$ cat src/rtl/imm_decode_stage_if.sv
// Handshake bundle for the immediate-decode stage: fetch-side offer plus
// decoded-result delivery toward register read / execute.
interface imm_decode_stage_if #(
    parameter int XLEN = 32
) ();
    logic            in_valid;
    logic            in_ready;
    logic [31:0]     in_instr;
    logic [XLEN-1:0] in_pc;
    logic            flush;
    logic            out_valid;
    logic            out_ready;
    logic [31:0]     out_instr;
    logic [XLEN-1:0] out_pc;
    logic [XLEN-1:0] out_imm;
    logic [2:0]      out_type;
    logic            out_illegal;

    modport slave (
        input  in_valid, in_instr, in_pc, flush, out_ready,
        output in_ready, out_valid, out_instr, out_pc, out_imm, out_type, out_illegal
    );

    modport master (
        output in_valid, in_instr, in_pc, flush, out_ready,
        input  in_ready, out_valid, out_instr, out_pc, out_imm, out_type, out_illegal
    );
endinterface

$ cat src/rtl/imm_decode_stage.sv
// Registered RV32/RV64 immediate decoder: classifies each instruction by opcode,
// extends its immediate to XLEN, and holds results in a two-entry skid buffer.
//
// state    | meaning
// ---------+-------------------------------------------------------------
// ST_EMPTY | no entry held; out_valid=0, in_ready=1
// ST_ONE   | main entry held; out_valid=1, in_ready=1
// ST_TWO   | main and skid held; out_valid=1, in_ready=0
module imm_decode_stage #(
    parameter int XLEN = 32
) (
    input  logic               clk,
    input  logic               rst_n,
    imm_decode_stage_if.slave  bus
);

    localparam bit RV64 = (XLEN == 64);

    localparam logic [2:0] T_R   = 3'd0;
    localparam logic [2:0] T_I   = 3'd1;
    localparam logic [2:0] T_S   = 3'd2;
    localparam logic [2:0] T_B   = 3'd3;
    localparam logic [2:0] T_U   = 3'd4;
    localparam logic [2:0] T_J   = 3'd5;
    localparam logic [2:0] T_Z   = 3'd6;
    localparam logic [2:0] T_ILL = 3'd7;

    localparam logic [6:0] OPC_LOAD      = 7'b0000011;
    localparam logic [6:0] OPC_LOAD_FP   = 7'b0000111;
    localparam logic [6:0] OPC_MISC_MEM  = 7'b0001111;
    localparam logic [6:0] OPC_OP_IMM    = 7'b0010011;
    localparam logic [6:0] OPC_AUIPC     = 7'b0010111;
    localparam logic [6:0] OPC_OP_IMM_32 = 7'b0011011;
    localparam logic [6:0] OPC_STORE     = 7'b0100011;
    localparam logic [6:0] OPC_STORE_FP  = 7'b0100111;
    localparam logic [6:0] OPC_OP        = 7'b0110011;
    localparam logic [6:0] OPC_LUI       = 7'b0110111;
    localparam logic [6:0] OPC_OP_32     = 7'b0111011;
    localparam logic [6:0] OPC_FMADD     = 7'b1000011;
    localparam logic [6:0] OPC_FMSUB     = 7'b1000111;
    localparam logic [6:0] OPC_FNMSUB    = 7'b1001011;
    localparam logic [6:0] OPC_FNMADD    = 7'b1001111;
    localparam logic [6:0] OPC_OP_FP     = 7'b1010011;
    localparam logic [6:0] OPC_BRANCH    = 7'b1100011;
    localparam logic [6:0] OPC_JALR      = 7'b1100111;
    localparam logic [6:0] OPC_JAL       = 7'b1101111;
    localparam logic [6:0] OPC_SYSTEM    = 7'b1110011;

    typedef struct packed {
        logic [31:0]     instr;
        logic [XLEN-1:0] pc;
        logic [XLEN-1:0] imm;
        logic [2:0]      typ;
    } entry_t;

    typedef enum logic [1:0] {
        ST_EMPTY = 2'b00,
        ST_ONE   = 2'b01,
        ST_TWO   = 2'b11
    } state_t;

    state_t          state;
    state_t          state_nxt;
    entry_t          main_q;
    entry_t          skid_q;
    entry_t          dec;
    logic [31:0]     instr;
    logic [6:0]      opcode;
    logic [2:0]      funct3;
    logic            is_shift;
    logic [XLEN-1:0] imm_i;
    logic [XLEN-1:0] imm_s;
    logic [XLEN-1:0] imm_b;
    logic [XLEN-1:0] imm_u;
    logic [XLEN-1:0] imm_j;
    logic [XLEN-1:0] imm_csr;
    logic [XLEN-1:0] imm_z;
    logic [XLEN-1:0] imm_sh;
    logic [XLEN-1:0] imm_sh32;
    logic            accept;
    logic            drain;
    logic            ld_main_in;
    logic            ld_main_skid;
    logic            ld_skid_in;

    assign instr    = bus.in_instr;
    assign opcode   = instr[6:0];
    assign funct3   = instr[14:12];
    assign is_shift = (funct3 == 3'd1) || (funct3 == 3'd5);

    // Size casts of signed operands sign-extend (or truncate) to XLEN.
    assign imm_i    = XLEN'($signed(instr[31:20]));
    assign imm_s    = XLEN'($signed({instr[31:25], instr[11:7]}));
    assign imm_b    = XLEN'($signed({instr[31], instr[7], instr[30:25], instr[11:8], 1'b0}));
    assign imm_u    = XLEN'($signed({instr[31:12], 12'b0}));
    assign imm_j    = XLEN'($signed({instr[31], instr[19:12], instr[20], instr[30:21], 1'b0}));
    assign imm_csr  = XLEN'(instr[31:20]);
    assign imm_z    = XLEN'(instr[19:15]);
    assign imm_sh   = RV64 ? XLEN'(instr[25:20]) : XLEN'(instr[24:20]);
    assign imm_sh32 = XLEN'(instr[24:20]);

    always_comb begin
        dec.instr = instr;
        dec.pc    = bus.in_pc;
        dec.typ   = T_ILL;
        dec.imm   = '0;
        case (opcode)
            OPC_LOAD, OPC_LOAD_FP, OPC_MISC_MEM, OPC_JALR: begin
                dec.typ = T_I;
                dec.imm = imm_i;
            end
            OPC_OP_IMM: begin
                dec.typ = T_I;
                dec.imm = is_shift ? imm_sh : imm_i;
            end
            OPC_OP_IMM_32: begin
                if (RV64) begin
                    dec.typ = T_I;
                    dec.imm = is_shift ? imm_sh32 : imm_i;
                end
            end
            OPC_STORE, OPC_STORE_FP: begin
                dec.typ = T_S;
                dec.imm = imm_s;
            end
            OPC_BRANCH: begin
                dec.typ = T_B;
                dec.imm = imm_b;
            end
            OPC_LUI, OPC_AUIPC: begin
                dec.typ = T_U;
                dec.imm = imm_u;
            end
            OPC_JAL: begin
                dec.typ = T_J;
                dec.imm = imm_j;
            end
            OPC_OP, OPC_OP_FP, OPC_FMADD, OPC_FMSUB, OPC_FNMSUB, OPC_FNMADD: begin
                dec.typ = T_R;
            end
            OPC_OP_32: begin
                if (RV64) dec.typ = T_R;
            end
            OPC_SYSTEM: begin
                case (funct3)
                    3'd0: begin
                        dec.typ = T_I;
                        dec.imm = imm_i;
                    end
                    3'd1, 3'd2, 3'd3: begin
                        dec.typ = T_I;
                        dec.imm = imm_csr;
                    end
                    3'd5, 3'd6, 3'd7: begin
                        dec.typ = T_Z;
                        dec.imm = imm_z;
                    end
                    default: begin
                        dec.typ = T_ILL;
                        dec.imm = '0;
                    end
                endcase
            end
            default: begin
                dec.typ = T_ILL;
                dec.imm = '0;
            end
        endcase
    end

    // State bits double as the registered out_valid / !in_ready flags.
    assign accept = bus.in_valid && !state[1];
    assign drain  = state[0] && bus.out_ready;

    always_ff @(posedge clk or negedge rst_n) begin
        if (!rst_n) begin
            state <= ST_EMPTY;
        end else begin
            state <= state_nxt;
        end
    end

    always_comb begin
        state_nxt    = state;
        ld_main_in   = 1'b0;
        ld_main_skid = 1'b0;
        ld_skid_in   = 1'b0;
        if (bus.flush) begin
            state_nxt = ST_EMPTY;
        end else begin
            case (state)
                ST_EMPTY: begin
                    if (accept) begin
                        ld_main_in = 1'b1;
                        state_nxt  = ST_ONE;
                    end
                end
                ST_ONE: begin
                    if (accept && drain) begin
                        ld_main_in = 1'b1;
                    end else if (accept) begin
                        ld_skid_in = 1'b1;
                        state_nxt  = ST_TWO;
                    end else if (drain) begin
                        state_nxt  = ST_EMPTY;
                    end
                end
                ST_TWO: begin
                    if (drain) begin
                        ld_main_skid = 1'b1;
                        state_nxt    = ST_ONE;
                    end
                end
                default: begin
                    state_nxt = ST_EMPTY;
                end
            endcase
        end
    end

    always_ff @(posedge clk or negedge rst_n) begin
        if (!rst_n) begin
            main_q <= '0;
            skid_q <= '0;
        end else begin
            if (ld_main_in) begin
                main_q <= dec;
            end else if (ld_main_skid) begin
                main_q <= skid_q;
            end
            if (ld_skid_in) begin
                skid_q <= dec;
            end
        end
    end

    assign bus.in_ready    = !state[1];
    assign bus.out_valid   = state[0];
    assign bus.out_instr   = main_q.instr;
    assign bus.out_pc      = main_q.pc;
    assign bus.out_imm     = main_q.imm;
    assign bus.out_type    = main_q.typ;
    assign bus.out_illegal = (main_q.typ == T_ILL);

endmodule

$ cat src/flat_wrapper.sv
// flat-port wrapper written by rule: the top's interface ports become plain ports
module imm_decode_stage_flat 
#(
    parameter int XLEN = 32
)
  (clk, rst_n, bus_in_valid, bus_in_instr, bus_in_pc, bus_flush, bus_out_ready, bus_in_ready, bus_out_valid, bus_out_instr, bus_out_pc, bus_out_imm, bus_out_type, bus_out_illegal);
  imm_decode_stage_if #(.XLEN(XLEN)) bus_i ();
  input  logic clk;
  input  logic rst_n;
  input wire logic [$bits(bus_i.in_valid)-1:0] bus_in_valid;
  input wire logic [$bits(bus_i.in_instr)-1:0] bus_in_instr;
  input wire logic [$bits(bus_i.in_pc)-1:0] bus_in_pc;
  input wire logic [$bits(bus_i.flush)-1:0] bus_flush;
  input wire logic [$bits(bus_i.out_ready)-1:0] bus_out_ready;
  output wire logic [$bits(bus_i.in_ready)-1:0] bus_in_ready;
  output wire logic [$bits(bus_i.out_valid)-1:0] bus_out_valid;
  output wire logic [$bits(bus_i.out_instr)-1:0] bus_out_instr;
  output wire logic [$bits(bus_i.out_pc)-1:0] bus_out_pc;
  output wire logic [$bits(bus_i.out_imm)-1:0] bus_out_imm;
  output wire logic [$bits(bus_i.out_type)-1:0] bus_out_type;
  output wire logic [$bits(bus_i.out_illegal)-1:0] bus_out_illegal;
  assign bus_i.in_valid = bus_in_valid;
  assign bus_i.in_instr = bus_in_instr;
  assign bus_i.in_pc = bus_in_pc;
  assign bus_i.flush = bus_flush;
  assign bus_i.out_ready = bus_out_ready;
  assign bus_in_ready = bus_i.in_ready;
  assign bus_out_valid = bus_i.out_valid;
  assign bus_out_instr = bus_i.out_instr;
  assign bus_out_pc = bus_i.out_pc;
  assign bus_out_imm = bus_i.out_imm;
  assign bus_out_type = bus_i.out_type;
  assign bus_out_illegal = bus_i.out_illegal;
  imm_decode_stage #(.XLEN(XLEN)) u_core (.clk(clk), .rst_n(rst_n), .bus(bus_i));
endmodule
$ cat config.mk
export PLATFORM = sky130hd
export DESIGN_NAME = imm_decode_stage_flat
export DESIGN_NICKNAME = d
export VERILOG_FILES = /design/src/rtl/imm_decode_stage_if.sv /design/src/rtl/imm_decode_stage.sv /design/src/flat_wrapper.sv
export SDC_FILE = /design/constraint.sdc
export NUM_CORES = 1
export LEC_CHECK = 0
export ABC_AREA = 1
export CAP_MARGIN = 20
export CORE_MARGIN = 2
export CORE_UTILIZATION = 53
export DETAILED_ROUTE_END_ITERATION = 16
export DONT_BUFFER_PORTS = 1
export PLACE_DENSITY = 0.71
export SYNTH_ARGS = -nofsm -noshare
export SYNTH_HDL_FRONTEND = slang
export SYNTH_SLANG_ARGS = --single-unit
$ cat constraint.sdc
create_clock -name clk -period 3.45 [get_ports clk]
set_input_delay 0.345 -clock clk [delete_from_list [all_inputs] [get_ports clk]]
set_output_delay 0.345 -clock clk [all_outputs]
set_load 0.05 [all_outputs]
==> results.tsv, run 1 <==
metric	value	unit
setup ws final	0.805	ns
final hold violations	200	
layout filler cell count	1715	
Final TNS setup	0	ns
mapped cell area	9920	um2
post-synthesis cell type count	32	
Synth area leader	dfrtp_1	
Critical Path RT	3.80	ns
area of the multi-input gates	4130	um2
first-pass GRT wire length	40500	um
I/O Buffers	0	
Final min period	2.65	ns
Final Setup Violations	0	
Synth-to-Final Area Change	6.31	%
Peak VDD IR	0.000436	V
period utilization	76.7	%
FF/Latch Area	5000	um2
crit path DAT	2.99	ns
Setup Skew	0.00841	ns
Mapped Nets	1326	
Die Wd	141	um
GR Util met2	39.1	%
status	complete, but fails checks	
Clock Latency Late Sink	0.43	ns
final WL	24800	um
largest fanout on the critical path	199	
sequential share of the synthesized area	50.5	%
synthesized instance count	1253	
post-CTS setup buffers	0	
syn_area_per_cell	7.92	um2
synth warn	0	
relative slew slack	46.0	%
grt met3 use	7.71	%
Max-Cap Viols	0	
Tot GR Track Use	25.6	%
Post-DP HPWL	15800	um
Starting DRT DRC Count	709	
htree depth	4	
failing checks	negative hold slack	
die area	19800	um2
Setup crit start kind	flop	
PwrDens	932	nW/um2
crit end category	flop	
drt wl/cell	17.1	um
Max clock buf depth	2	
Diodes inserted	0	
fmax	378	MHz
total number of vias	8231	
global route total overflow	0	
hold_ws	-0.407	ns
TritonCTS Buffers	17	
vias in the first global route	7595	
initial antenna violation count	0	
Initial Util	53.6	%
unrepaired setup endpoints after global routing	no	
Slew Viols, Final	0	
DRC viols	0	
CTS tree	built	
critical setup path kind	flop to flop	
I/O Pins	171	
clock slew at the register clock pins of the worst setup and hold paths	0.08	ns
clock root cell	clkbuf_16	
share of layout cells above drive strength 1	7.39	%
pin count of the biggest net entering global routing	201	
static leakage	5.47	nW
Rows	50	
Placeable Area	18500	um2
actual slew at the worst max-slew pin	0.810	ns
post-cts gate resize count	0	
via/cell ratio	5.67	
Final ANT Viol Nets	0	
routability cong.	0.862	
pre-CTS setup slack	0.891	ns
GR Util met1	34.7	%
Synth top area share	50.5	%
top cells by area, synth	dfrtp_1, nand2_1, nand3_1, o211ai_1, inv_1	
die height	141	um
CTS Sinks	200	
#FFs+latches synth	200	
GRT Max-Usage Layer	met2	
min-delay worst type	input port to asynchronous set/reset pin	
router iterations before antenna repair	5	
Total Nets Final	1278	
==> kinds of logic (layout without fill, tap and decap cells) <==
group           count (synthesis)  after routing  share of synthesized area, %
buf+inv                       189            154                          8.17
compound gates                168            168                          10.3
simple gates                  692            692                          30.6
fa+ha+maj                       4              4                         0.505
flops                         200            200                          50.5
==> where the power goes <==
group,internal [W],switching (W),total (W)
Combinational,0.000758,0.00109,0.00185
Clock,0.000965,0.000938,0.00190
Sequential,0.00334,0.00273,0.00607
==> synth_stat cells <==
cell type	n
nand2_1	381
nand3_1	215
dfrtp_1	200
inv_1	98
o21ai_0	70
o211ai_1	64
nor2_1	57
buf_2	39
clkbuf_1	34
a21oi_1	24
nor2_2	11
nand3_2	10
inv_2	7
o21ai_1	6
nand2_2	5
nand4_1	5
ha_1	4
buf_6	3
buf_1	2
buf_4	2
inv_4	2
nand2_4	2
nor2_4	2
nor3_1	2
a211oi_1	1
a31oi_1	1
and3_1	1
buf_12	1
clkinv_2	1
nor2_8	1
o21ai_4	1
o221ai_1	1
==> state kept, by name, summed over array words and instances (netlist names) <==
register / cells
u_core.bus.out_imm: 32
u_core.bus.out_instr: 32
u_core.bus.out_pc: 32
u_core.bus.out_type: 3
u_core.skid_q: 99
u_core.state: 2
==> routing by layer <==
layer | up-vias | part of all wire [%]
li1 | 3996 | -
met1 | 3922 | 43
met2 | 275 | 46
met3 | 38 | 7.9
met4 | 0 | 2.8
met5 | - | 0
==> layout by cell type (no fill, tap or decap), drive strengths merged <==
| cell | instances |
|---|---|
| a31oi | 1 |
| clkinv | 6 |
| a211oi | 1 |
| nor2 | 71 |
| clkbuf | 19 |
| o211ai | 64 |
| a21oi | 24 |
| nand4 | 5 |
| o21ai | 77 |
| o221ai | 1 |
| nand2 | 388 |
| nor3 | 2 |
| nand3 | 225 |
| ha | 4 |
| and3 | 1 |
| inv | 112 |
| dfrtp | 200 |
| buf | 14 |
| clkinvlp | 3 |
==> area by class of cell <==
class	count	area share (%)
clock inverters	13	1.10
well taps	234	2.78
flip-flops and latches	200	47.5
multi-input cells	864	39.1
clock buffers	19	4.20
inverters	108	3.90
repair buffers	14	1.42
==> path summary, 6_finish.rpt <==
check | to | slack (ns) | cells after the start | startpoint
worst min register to register | u_core.skid_q[16] | 0.48 | 2 | u_core.skid_q[16]
worst max register to register | u_core.bus.out_pc[23] | 0.80 | 8 | u_core.state[0]
worst max-delay path | u_core.bus.out_pc[23] | 0.80 | 8 | u_core.state[0]
worst min-delay path | u_core.bus.out_pc[7] | -0.41 | 0 | rst_n
max in group asynchronous | u_core.skid_q[18] | 3.58 | 0 | rst_n
min in group clk | u_core.state[0] | 0.07 | 3 | bus_flush
==> through the flow <==
step                      util (%)  area, um2  std cells  power, W
after floorplan                  -       9920       1253   0.00746
after global placement        53.8       9960       1419   0.00789
after detailed placement      53.8       9960       1419   0.00800
after CTS                     56.8      10500       1451   0.00990
after global routing          56.9      10500       1452    0.0104
final                         56.9      10500       1452   0.00983
==> critical path: stages, from the launching register on <==
cell,delay (ns)
dfrtp_1,0.73
inv_1,0.13
ha_1,0.24
inv_1,0.05
nand2_1,0.08
nand2_4,0.27
buf_12,0.54
nand3_1,0.18
o211ai_1,0.15
Power figures use the tool's default switching activity.
==> run 2: changes to the inputs <==
Clock period 3.45 ns to 2.5 ns, I/O delays scaled along.
==> results.tsv, run 2 (same netlist as run 1, synthesis figures left out) <==
metric	value	unit	change
vias in the first global route	7917		+4.2%
pin count of the biggest net entering global routing	201		unchanged
GR Util met2	41.3	%	+2.2 points
initial antenna violation count	0		unchanged
global route total overflow	0		unchanged
relative slew slack	47.0	%	+1.0 points
Critical Path RT	2.83	ns	-0.97 ns
hold_ws	-0.499	ns	-0.0916 ns
post-CTS setup buffers	0		unchanged
Slew Viols, Final	0		unchanged
DRC viols	0		unchanged
die height	141	um	unchanged
static leakage	5.71	nW	+4.3%
CTS tree	built		
crit end category	flop		
Reg-to-Reg Start	u_core.state[1]		
actual slew at the worst max-slew pin	0.786	ns	-0.0236 ns
Setup Skew	0.0105	ns	+0.00210 ns
CTS Sinks	200		unchanged
I/O Pins	171		unchanged
Final TNS setup	0	ns	unchanged
grt met3 use	8.02	%	+0.31 points
R2R depth	9		+1
Tot GR Track Use	26.4	%	+0.74 points
I/O Buffers	0		unchanged
most common cell after layout, fill and taps aside	nand2_1		
max FFs per register	99		unchanged
Top reg by flops	u_core.skid_q		
routability cong.	0.851		-1.3%
R2R setup slack	0.34	ns	-0.46 ns
GRT Max-Usage Layer	met2		
Post-CTS Hold Buffers	39		
Clock Latency Late Sink	0.44	ns	about the same
pre-CTS setup slack	0.400	ns	-0.490 ns
router iterations before antenna repair	5		unchanged
via/cell ratio	5.57		-1.8%
die area	19800	um2	unchanged
setup ws final	0.342	ns	-0.463 ns
Starting DRT DRC Count	574		-19%
largest fanout on the critical path	41		-79%
Setup crit start kind	flop		
drt wl/cell	17.1	um	+0.12%
failing checks	negative hold slack		
GR Util met1	35.0	%	+0.30 points
total number of vias	8354		+1.5%
critical setup path kind	flop to flop		
layout filler cell count	1655		-3.5%
Placeable Area	18500	um2	unchanged
period utilization	86.3	%	+9.7 points
PwrDens	1260	nW/um2	+35%
fmax	463	MHz	+23%
Max clock buf depth	2		unchanged
min-delay worst type	input port to asynchronous set/reset pin		
clock root cell	clkbuf_16		
Final Setup Violations	0		unchanged
Diodes inserted	0		unchanged
htree depth	4		unchanged
worst flop-to-flop path endpoint	u_core.bus.out_imm[20]		
post-cts gate resize count	0		unchanged
Core Util, Final	59.8	%	+2.8 points
TritonCTS Buffers	17		unchanged
Peak VDD IR	0.000586	V	+34%
share of layout cells above drive strength 1	7.90	%	+0.51 points
final hold violations	200		unchanged
Initial Util	53.6	%	unchanged
post-route insts no fill	1500		+3.3%
status	complete, but fails checks		
most frequent cells in the layout	nand2_1, nand3_1, dfrtp_1		
Rows	50		unchanged
Post-DP HPWL	16500	um	+4.2%
unrepaired setup endpoints after global routing	no		
Total Nets Final	1326		+3.8%
Max-Cap Viols	0		unchanged
Synth-to-Final Area Change	11.6	%	
Final ANT Viol Nets	0		unchanged
first-pass GRT wire length	41600	um	+3.0%
Post-Place Cells	1429		+0.70%
Final min period	2.16	ns	-0.487 ns
clock slew at the register clock pins of the worst setup and hold paths	0.08	ns	about the same
Die Wd	141	um	unchanged
crit path DAT	2.49	ns	-0.50 ns
final WL	25700	um	+3.4%
run 2: final cells by class:
type	count	area, um2	area share (%)
flip-flops and latches	200	5000	45.2
well taps	234	293	2.65
multi-input cells	864	4130	37.3
inverters	108	412	3.72
clock inverters	15	181	1.64
repair buffers	62	626	5.65
clock buffers	17	425	3.84
run 2: how the worst max path moves through the flow:
stage                               start                     end  slack (ns)  cells past startpoint
after floorplan           u_core.state[0]   u_core.bus.out_pc[21]        0.51                      8
after global placement    u_core.state[1]   u_core.bus.out_imm[4]        0.51                      9
after global routing      bus_in_instr[3]  u_core.bus.out_type[0]        0.18                     11
final                     u_core.state[1]  u_core.bus.out_imm[20]        0.34                      9
after detailed placement  u_core.state[1]  u_core.bus.out_imm[20]        0.40                      9
after CTS                 u_core.state[1]  u_core.bus.out_imm[20]        0.35                      9
run 2: power breakdown:
part           total, W  leakage [nW]  internal (W)  switching, W
Sequential      0.00837          2.51       0.00461       0.00376
Combinational   0.00269          2.90       0.00113       0.00156
Clock           0.00285         0.296       0.00152       0.00133
run 2: routing by layer:
layer  part of all wire, %  up-vias  wire length [um]
met5                     0        -                 0
met3                   8.3       43              2130
met1                    43     3909             11000
li1                      -     4111                 -
met2                    46      291             11900
met4                   2.6        0               671
run 2: stage by stage:
stage                     total power [W]  cell area, um2
after detailed placement           0.0111           10100
after global placement             0.0110           10100
after global routing               0.0147           11100
after floorplan                    0.0103            9920
after CTS                          0.0140           11100
final                              0.0139           11100
run 2: critical path, stage by stage (launching register included):
cell and delay [ns]:
dfrtp_1 0.42, inv_1 0.15, nand2_1 0.11, nor2_1 0.31, nand2_4 0.21, inv_1 0.09
buf_4 0.46, nand3_1 0.16, nand2_1 0.10, inv_1 0.04
==> run 3: changes to the inputs <==
Settings changed: ABC_AREA 1 to 0, SETUP_SLACK_MARGIN from default to 0.05, SKIP_LAST_GASP from default to 1.
==> results.tsv, run 3 <==
metric	value	unit	change
status	complete, but fails checks		
failing checks	negative hold slack		
Top reg by flops	u_core.skid_q		
Clk pwr share	19.7	%	-0.8 points
grt met3 use	7.01	%	-1.0 points
syn_area_per_cell	8.64	um2	+9.1%
Post-DP HPWL	14800	um	-11%
relative slew slack	44.0	%	-3.0 points
CP Cell Sequence	inv_1, ha_1, a31oi_1, or3_4, buf_4, and3_1, a31oi_1		
most frequent cells in the layout	nand2_1, dfrtp_1, nor2_1		
PwrDens	1260	nW/um2	about the same
min-delay worst type	input port to asynchronous set/reset pin		
pin count of the biggest net entering global routing	201		unchanged
router iterations before antenna repair	6		+1
Placeable Area	17200	um2	-7.2%
vias in the first global route	7372		-6.9%
Tot GR Track Use	26.9	%	+0.53 points
post-synthesis cell type count	55		+72%
ys async rst share	100	%	unchanged
first-pass GRT wire length	39100	um	-6.2%
static leakage	4.93	nW	-14%
share of layout cells above drive strength 1	7.55	%	-0.34 points
Design Area, Final	10700	um2	-3.0%
final WL	24600	um	-4.3%
R2R setup slack	0.27	ns	-0.08 ns
synthesized instance count	1074		-14%
Worst Setup EP	u_core.bus.out_imm[14]		
via/cell ratio	5.79		+4.0%
ys flop type	dfrtp_1		
Max clock buf depth	2		unchanged
switching power	0.00625	W	-6.0%
Final ANT Viol Nets	0		unchanged
Setup crit start kind	flop		
clock root cell	clkbuf_16		
Max-Cap Viols	0		unchanged
Crit path max-delay family	simple AND/OR/NAND/NOR gates		
max FFs per register	99		unchanged
crit path DAT	2.51	ns	+0.02 ns
total number of vias	7743		-7.3%
largest fanout on the critical path	32		-22%
Post-CTS Hold Buffers	65		+67%
Comb power frac	19.8	%	+0.5 points
DP Area	9530	um2	-5.4%
worst flop-to-flop path endpoint	u_core.bus.out_imm[14]		
routability cong.	0.855		+0.51%
post-cts gate resize count	0		unchanged
Reg-to-Reg Start	u_core.state[1]		
Final TNS setup	0	ns	unchanged
Final Setup Violations	0		unchanged
Setup Skew	0.0117	ns	+0.00119 ns
most common cell after layout, fill and taps aside	nand2_1		
DRC viols	0		unchanged
Initial Util	54.0	%	+0.44 points
TritonCTS Buffers	17		unchanged
pre-CTS setup slack	0.282	ns	-0.118 ns
post-route insts no fill	1337		-11%
htree depth	4		unchanged
Starting DRT DRC Count	678		+18%
die area	18600	um2	-6.3%
hold_ws	-0.495	ns	+0.00450 ns
Worst path slowest cell	dfrtp_1		
unrepaired setup endpoints after global routing	no		
Crit path depth	7		-2
post-CTS setup buffers	0		unchanged
period utilization	89.4	%	+3.0 points
setup ws final	0.266	ns	-0.0758 ns
Rows	48		-4.0%
final hold violations	200		unchanged
CTS tree	built		
I/O Pins	171		unchanged
crit path from	u_core.state[1]		
actual slew at the worst max-slew pin	0.836	ns	+0.0493 ns
Total Nets Final	1173		-12%
Synth-to-Final Area Change	15.8	%	
internal power	0.00725	W	-0.14%
drt wl/cell	18.4	um	+7.4%
Switching Fraction	46.3	%	-1.5 points
R2R depth	7		-2
clock slew at the register clock pins of the worst setup and hold paths	0.07	ns	about the same
Die Wd	136	um	-3.2%
die height	136	um	-3.2%
Reg power frac	60.5	%	+0.3 points
crit-path max cell delay	0.43	ns	-0.03 ns
Mapped Nets	1147		-13%
critical setup path kind	flop to flop		
fmax	448	MHz	-3.4%
FF/Latch Area	5000	um2	unchanged
Clock Latency Late Sink	0.43	ns	about the same
area of the multi-input gates	3960	um2	-4.1%
Diodes inserted	0		unchanged
sequential share of the synthesized area	54.0	%	+3.5 points
top cells by area, synth	dfrtp_1, nand2_1, a31oi_1, nor2_1, clkbuf_1		
GRT Max-Usage Layer	met2		
Slew Viols, Final	0		unchanged
global route total overflow	0		unchanged
Final min period	2.23	ns	+0.0758 ns
CTS Sinks	200		unchanged
most frequent cells after synthesis	nand2_1, dfrtp_1, nor2_1, a31oi_1, clkbuf_1		
Peak VDD IR	0.000609	V	+3.9%
Post-Place Cells	1241		-13%
critical path buffer and inverter count	2		-2
cell mode on critical path	a31oi_1		
layout filler cell count	1456		-12%
initial antenna violation count	0		unchanged
GR Util met1	34.9	%	-0.062 points
EDFF count, synth	0		unchanged
#FFs+latches synth	200		unchanged
I/O Buffers	0		unchanged
crit end category	flop		
Synth area leader	dfrtp_1		
most numerous cell in the Yosys netlist	nand2_1		
Synth top area share	54.0	%	+3.5 points
mapped cell area	9280	um2	-6.5%
synth warn	0		unchanged
Critical Path RT	2.78	ns	-0.05 ns
GR Util met2	44.4	%	+3.1 points
## run 3: metal layers
metal / up-vias / routed length [um]
li1: 3674 / -
met1: 3746 / 10400
met2: 286 / 11800
met3: 37 / 1890
met4: 0 / 499
met5: - / 0
## run 3: worst min-delay path by stage
stage                     slack, ns  start                    end
final                         -0.49  rst_n  u_core.bus.out_pc[19]
after global routing          -0.51  rst_n      u_core.skid_q[54]
after CTS                     -0.50  rst_n  u_core.bus.out_pc[19]
after detailed placement      -0.04  rst_n  u_core.bus.out_pc[19]
after global placement        -0.04  rst_n  u_core.bus.out_pc[19]
after floorplan               -0.05  rst_n  u_core.bus.out_imm[0]
## run 3: cell families after synthesis
logic type | after synthesis | share of synthesized area, %
AOI/OAI and AO/OA | 194 | 15.0
and+or+nand+nor | 590 | 26.6
buffers and inverters | 85 | 3.84
DFF | 200 | 54.0
muxes | 1 | 0.108
adders and majority gates | 4 | 0.540
## run 3: cell type report
type                       count  share of cell area, %
tap                          225                   2.62
clock inverter                13                   1.13
timing repair buffer          84                   8.44
sequential                   200                   46.6
multi-input combinational    789                   36.8
clock buffer                  18                   4.09
inverter                       8                  0.280
## run 3: worst register-to-register path, cell delays in order, from the launching register on
cell and delay, ns:
dfrtp_1 0.43, inv_1 0.11, ha_1 0.20, a31oi_1 0.33, or3_4 0.40, buf_4 0.37
and3_1 0.21, a31oi_1 0.04
## run 3: per-stage QoR
step | total power, W | utilization [%]
floorplan | 0.0100 | -
global placement | 0.0106 | 55.5
detailed placement | 0.0108 | 55.5
CTS | 0.0135 | 62.5
global route | 0.0142 | 62.5
finish | 0.0135 | 62.5
## run 3: power groups by stage
stage / logic [W] / registers [W] / clock network, W
floorplan: 0.00207 / 0.00793 / 0
global placement: 0.00245 / 0.00818 / 0
detailed placement: 0.00256 / 0.00822 / 0
CTS: 0.00268 / 0.00816 / 0.00268
global route: 0.00305 / 0.00834 / 0.00281
finish: 0.00267 / 0.00816 / 0.00266
